==> src/rtl/bus_fabric_pkg.sv <==
// Shared definitions for the CPU-to-slave bus fabric: FSM state type,
// default memory map and the read data returned on an error response.
package bus_fabric_pkg;

   typedef enum logic [1:0] {
      IDLE   = 2'd0,
      ACCESS = 2'd1,
      RESP   = 2'd2
   } fab_state_t;

   // Slave 0 in the least significant word
   localparam logic [95:0] DEFAULT_SLAVE_BASE = {32'h00020000, 32'h00010000, 32'h00000000};
   localparam logic [95:0] DEFAULT_SLAVE_MASK = {32'hFFFFFF00, 32'hFFFFC000, 32'hFFFF0000};
   localparam logic [31:0] DEFAULT_ERR_RDATA  = 32'hDEADBEEF;

   function automatic logic addr_match(input logic [31:0] addr,
                                       input logic [31:0] base,
                                       input logic [31:0] mask);
      return (addr & mask) == base;
   endfunction

endpackage

==> src/rtl/bus_watchdog.sv <==
// Access watchdog: counts cycles while run is high and flags the cycle in
// which the TIMEOUT_CYCLES-th run cycle occurs. TIMEOUT_CYCLES = 0 disables it.
module bus_watchdog #(
   parameter int unsigned TIMEOUT_CYCLES = 256
) (
   input  logic clk,
   input  logic rst_n,
   input  logic clear,
   input  logic run,
   output logic expired
);

   if (TIMEOUT_CYCLES == 0) begin : g_off
      logic unused_inputs;
      assign unused_inputs = &{clk, rst_n, clear, run};
      assign expired = 1'b0;
   end else begin : g_on
      localparam int unsigned CW = (TIMEOUT_CYCLES > 1) ? $clog2(TIMEOUT_CYCLES + 1) : 1;
      logic [CW-1:0] cnt;

      // expired is asserted during the last allowed cycle so that a ready
      // arriving in that same cycle still wins
      assign expired = run && (cnt == CW'(TIMEOUT_CYCLES - 1));

      // Count run cycles, cleared outside the access phase
      always_ff @(posedge clk) begin
         if (!rst_n || clear)
            cnt <= '0;
         else if (run && !expired)
            cnt <= cnt + CW'(1);
      end
   end

endmodule

==> src/rtl/bus_fabric.sv <==
// Single-master bus fabric: decodes a CPU memory request to one of
// NUM_SLAVES slaves, waits for its ready (bounded by a watchdog) and returns
// a one-cycle response. Optional error capture: define
// BUS_FABRIC_ERR_CAPTURE_EN to record the last faulting address and a
// saturating error count.
module bus_fabric
   import bus_fabric_pkg::*;
#(
   parameter int unsigned                  NUM_SLAVES     = 3,
   parameter logic [32*NUM_SLAVES-1:0]     SLAVE_BASE     = DEFAULT_SLAVE_BASE,
   parameter logic [32*NUM_SLAVES-1:0]     SLAVE_MASK     = DEFAULT_SLAVE_MASK,
   parameter int unsigned                  TIMEOUT_CYCLES = 256,
   parameter logic [31:0]                  ERR_RDATA      = DEFAULT_ERR_RDATA
) (
   input  logic                     clk,
   input  logic                     rst_n,
   input  logic                     mem_valid,
   input  logic                     mem_instr,
   input  logic [31:0]              mem_addr,
   input  logic [31:0]              mem_wdata,
   input  logic [3:0]               mem_wstrb,
   output logic                     mem_ready,
   output logic [31:0]              mem_rdata,
   output logic                     bus_err,
   output logic [NUM_SLAVES-1:0]    s_valid,
   input  logic [NUM_SLAVES-1:0]    s_ready,
   output logic [31:0]              s_addr,
   output logic [31:0]              s_wdata,
   output logic [3:0]               s_wstrb,
   input  logic [32*NUM_SLAVES-1:0] s_rdata,
   output logic [31:0]              err_addr,
   output logic [7:0]               err_count
);

   localparam int unsigned SW = (NUM_SLAVES > 1) ? $clog2(NUM_SLAVES) : 1;

   fab_state_t    state;
   logic [SW-1:0] sel_q;
   logic [SW-1:0] hit_idx;
   logic          hit;
   logic          ready_sel;
   logic          wd_expired;

   // Instruction fetches decode exactly like data accesses
   logic unused_instr;
   assign unused_instr = mem_instr;

   // Address decode; scanning upwards and stopping at the first hit gives
   // the lowest index priority on overlapping windows
   always_comb begin
      hit     = 1'b0;
      hit_idx = '0;
      for (int unsigned i = 0; i < NUM_SLAVES; i++) begin
         if (!hit && addr_match(mem_addr, SLAVE_BASE[32*i +: 32], SLAVE_MASK[32*i +: 32])) begin
            hit     = 1'b1;
            hit_idx = SW'(i);
         end
      end
   end

   assign ready_sel = s_ready[sel_q];

   bus_watchdog #(
      .TIMEOUT_CYCLES (TIMEOUT_CYCLES)
   ) u_watchdog (
      .clk     (clk),
      .rst_n   (rst_n),
      .clear   (state != ACCESS),
      .run     (state == ACCESS),
      .expired (wd_expired)
   );

   // Request/response FSM with registered slave-side and CPU-side outputs
   always_ff @(posedge clk) begin
      if (!rst_n) begin
         state     <= IDLE;
         sel_q     <= '0;
         s_valid   <= '0;
         s_addr    <= '0;
         s_wdata   <= '0;
         s_wstrb   <= '0;
         mem_ready <= 1'b0;
         mem_rdata <= '0;
         bus_err   <= 1'b0;
      end else begin
         case (state)
            IDLE: begin
               mem_ready <= 1'b0;
               bus_err   <= 1'b0;
               if (mem_valid) begin
                  s_addr  <= mem_addr;
                  s_wdata <= mem_wdata;
                  s_wstrb <= mem_wstrb;
                  if (hit) begin
                     sel_q   <= hit_idx;
                     s_valid <= NUM_SLAVES'(1) << hit_idx;
                     state   <= ACCESS;
                  end else begin
                     mem_ready <= 1'b1;
                     bus_err   <= 1'b1;
                     mem_rdata <= ERR_RDATA;
                     state     <= RESP;
                  end
               end
            end
            ACCESS: begin
               if (!mem_valid) begin
                  s_valid <= '0;
                  state   <= IDLE;
               end else if (ready_sel) begin
                  s_valid   <= '0;
                  mem_ready <= 1'b1;
                  bus_err   <= 1'b0;
                  mem_rdata <= s_rdata[32*sel_q +: 32];
                  state     <= RESP;
               end else if (wd_expired) begin
                  s_valid   <= '0;
                  mem_ready <= 1'b1;
                  bus_err   <= 1'b1;
                  mem_rdata <= ERR_RDATA;
                  state     <= RESP;
               end
            end
            RESP: begin
               mem_ready <= 1'b0;
               bus_err   <= 1'b0;
               state     <= IDLE;
            end
            default: begin
               s_valid   <= '0;
               mem_ready <= 1'b0;
               bus_err   <= 1'b0;
               state     <= IDLE;
            end
         endcase
      end
   end

`ifdef BUS_FABRIC_ERR_CAPTURE_EN
   logic        err_fire;
   logic [31:0] fault_addr;

   // Error detected on the same edge that moves the FSM into an error RESP,
   // so the captured values are visible together with mem_ready
   always_comb begin
      err_fire   = mem_valid &&
                   (((state == IDLE) && !hit) ||
                    ((state == ACCESS) && !ready_sel && wd_expired));
      fault_addr = (state == IDLE) ? mem_addr : s_addr;
   end

   // Last faulting address and saturating error count
   always_ff @(posedge clk) begin
      if (!rst_n) begin
         err_addr  <= '0;
         err_count <= '0;
      end else if (err_fire) begin
         err_addr <= fault_addr;
         if (err_count != 8'hFF)
            err_count <= err_count + 8'd1;
      end
   end
`else
   assign err_addr  = '0;
   assign err_count = '0;
`endif

endmodule

==> config.mk <==
export PLATFORM = sky130hd
export DESIGN_NAME = bus_fabric
export DESIGN_NICKNAME = d
export VERILOG_FILES = /design/src/rtl/bus_fabric_pkg.sv /design/src/rtl/bus_watchdog.sv /design/src/rtl/bus_fabric.sv
export SDC_FILE = /design/constraint.sdc
export NUM_CORES = 1
export LEC_CHECK = 0
export ABC_AREA = 1
export BUFFER_PORTS_ARGS = -buffer_cell sky130_fd_sc_hd__buf_2
export CAP_MARGIN = 20
export CELL_PAD_IN_SITES_DETAIL_PLACEMENT = 2
export CELL_PAD_IN_SITES_GLOBAL_PLACEMENT = 2
export CORE_ASPECT_RATIO = 2
export CORE_MARGIN = 2
export CORE_UTILIZATION = 22
export DETAILED_ROUTE_END_ITERATION = 6
export HOLD_SLACK_MARGIN = 0.06
export PLACE_DENSITY_LB_ADDON = 0.12
export SYNTH_ARGS = -nofsm -noshare
export SYNTH_HDL_FRONTEND = slang
export SYNTH_SLANG_ARGS = --single-unit
==> constraint.sdc <==
create_clock -name clk -period 2.27 [get_ports clk]
set_input_delay 0.454 -clock clk [delete_from_list [all_inputs] [get_ports clk]]
set_output_delay 0.454 -clock clk [all_outputs]
set_load 0.01 [all_outputs]
==> results.cfg <==
[status]
status = finished, final reports clean

[drt]
via_per_inst = 4.46
final_antenna_net_count = 0
first_pass_iters = 4
drt_iter0_drc = 163
drc_errors = 0
vias = 6650
drt-wirelength-per-cell_um = 16.9
wl_mm = 25.2

[logic_synthesis]
syn-cell-area_mm2 = 0.00573
synth_cell_types = 32
synth_edf_count = 0
syn_avg_cell_area_um2 = 6.66
synth_area_leaders = dfxtp_1 41%, nor2_1 19%, o21ai_0 10%
synth-main-ff-cell = dfxtp_1
yosysTopAreaCellShare = 0.412
yosys_warnings = 0
ys_ff_latch = 118
yosysSeqAreaShare = 0.412
synth.most_common_cell = nor2_1
synthCells = 861
ys_async_sr_fraction = 0
yosys-top-cells-count = 283 x nor2_1, 118 x dfxtp_1, 115 x o21ai_0
yosysTopAreaCell = dfxtp_1

[clock_network]
cts.sinks = 118
clock_path_buffers = 2
cts_tree = yes
holdBufCountCts = 0
clock_latency_ps = 430
htree_levels = 4
clk_pin_slew_worst_paths_ps = 60
cts_buffers = 17
cts_root_buf = clkbuf_16

[worst_setup_path]
max_stage_delay_ps = 350
arrival_ps = 2510
critical_path_class = flip-flop to flip-flop
reg2reg_slack_ps = 80
path_max_fanout = 8
cp.required_ps = 2600
r2r_start = u_watchdog.g_on.cnt[0]
regToRegEndpoint = mem_rdata[19]
critPathCaptureType = flip-flop
cp_cell_sequence = ha_4 > inv_2 > nor4_4 > nand2_1 > nor2_2 > ha_2 > inv_2 > nand4_1 > nand3_2 > nor2_4 > buf_6 > buf_12 > nand3_1 > nand2_1 > nor2_1
slowest_stage = dfxtp_2
rr_worst_depth = 15
critPathLaunchType = flip-flop

[floorplan]
num_rows = 83
die_height_um = 232
initial_utilization = 0.223
die-area_mm2 = 0.0274
fp.dieW_um = 118
core_area_mm2 = 0.0257
top_level_ports = 316

[min_path]
hold_path.class = input port to flip-flop
whs_path_depth = 3
worst_hold_path.endpoint = s_wdata[28]
holdCritStartpoint = mem_wdata[28]

[sta]
fmax_ghz = 0.457
grt_setup_unrepaired = true
fin_skew_ps = 9.39
drv_slew = 0
relSlewSlack = 0.505
worstMarginPinSlew_ps = 743
post-route-period-util = 0.964
hold_ws_ps = 239
hold_violations = 0
post-route-min-period_ps = 2190
finalSetupViolations = 0

[cells_and_area]
n_fill_cell = 3207
finalNetCount = 1309
layout-drive-gt1-share = 0.333
synthToLayoutAreaGrowth_pct = 44.3
final_core_util = 0.322

[global_route]
first_global_vias = 7189
grt_max_degree = 104
antenna_found_initial = 1
grt_first_pass_wirelength_mm = 38.8
gr-total-overflow = 0
grt_usage = 0.180

[pwr]
ir_drop_mv = 0.448
p_per_area_mw_per_mm2 = 748
leakagePower_uw = 0.00413

[flow_run]
cap_violations = 0

[place]
port_buffers = 274
gp_congestion = 0.723
dpl.hpwl_mm = 18.1
-- state kept, by name (all words and copies together) (netlist names) --
name and cells:
s_wstrb 4, s_addr 32, s_wdata 32, sel_q 2
bus_err 1, u_watchdog.g_on.cnt 9, mem_rdata 32, s_valid 3
mem_ready 1, state 2
-- cell type report --
type	count	area (µm²)	share of cell area
Timing Repair Buffer	307	1790	0.217
Multi-Input combinational cell	655	2910	0.352
Antenna cell	1	2.50	0.000303
Tap cell	340	425	0.0514
Inverter	37	151	0.0183
Clock buffer	21	470	0.0569
Clock inverter	11	148	0.0178
Sequential cell	118	2370	0.286
-- metal layers --
layer	GRT usage	wire, µm
met3	0.0535	1490
met1	0.172	8710
met4	0.0520	307
met2	0.363	14700
met5	0	0
-- cell usage in the layout, fill, tap and decap left out, types with 12 or more instances in the layout --
cell	instances
buf_4	20
inv_1	23
a21oi_1	15
clkbuf_16	20
nand3_1	34
nand2_1	107
nor2_1	281
o21ai_1	20
conb_1	40
buf_2	273
inv_2	12
dfxtp_1	113
o21ai_0	114
-- report_power, final --
group | internal, µW | switching (µW)
Combinational | 418 | 582
Clock | 1810 | 1060
Sequential | 2240 | 75.2
-- critical path, delay by kind of cell, from the launching register on --
kind                     cells  cell delay (ps)
buffers and inverters        4              390
AND/OR/NAND/NOR              9             1000
flip-flops                   1              350
adder cells (fa/ha/maj)      2              340
-- cell families after synthesis --
kind of cell | after synthesis | synth area share
simple gates | 460 | 0.330
compound gates | 152 | 0.133
buf+inv | 127 | 0.118
flops | 118 | 0.412
fa+ha+maj | 2 | 0.00437
xor+xnor | 1 | 0.00153
other cells | 1 | 0.000654
-- worst max-delay path by stage --
stage,start,to,depth (start not counted)
floorplan,u_watchdog.g_on.cnt[0],mem_rdata[0],14
global placement,u_watchdog.g_on.cnt[1],mem_rdata[2],14
detailed placement,u_watchdog.g_on.cnt[0],s_valid[2],15
CTS,u_watchdog.g_on.cnt[1],mem_rdata[22],15
global route,u_watchdog.g_on.cnt[0],mem_rdata[21],15
finish,u_watchdog.g_on.cnt[0],mem_rdata[19],15
-- stage by stage --
step	instance area (µm²)	setup slack (ps)	power, µW	TNS (ps)	std cells
2_1_floorplan	5880	175	2860	0	900
3_3_place_gp	7390	-40.4	3270	-536	1446
3_5_place_dp	7390	-117	3290	-3320	1446
4_1_cts	8080	20.9	6260	0	1481
5_1_grt	8270	-81.4	6520	-1600	1490
6_report	8270	82.0	6180	0	1490
-- what timing repair did --
item | in CTS | in global routing
cloned | 1 | 4
pin swaps | 5 | 7
endpoints found under the setup margin | 35 | 36
setup buffers | 2 | 4
gates resized for setup | 9 | 25
(Power assumes the default switching activity.)
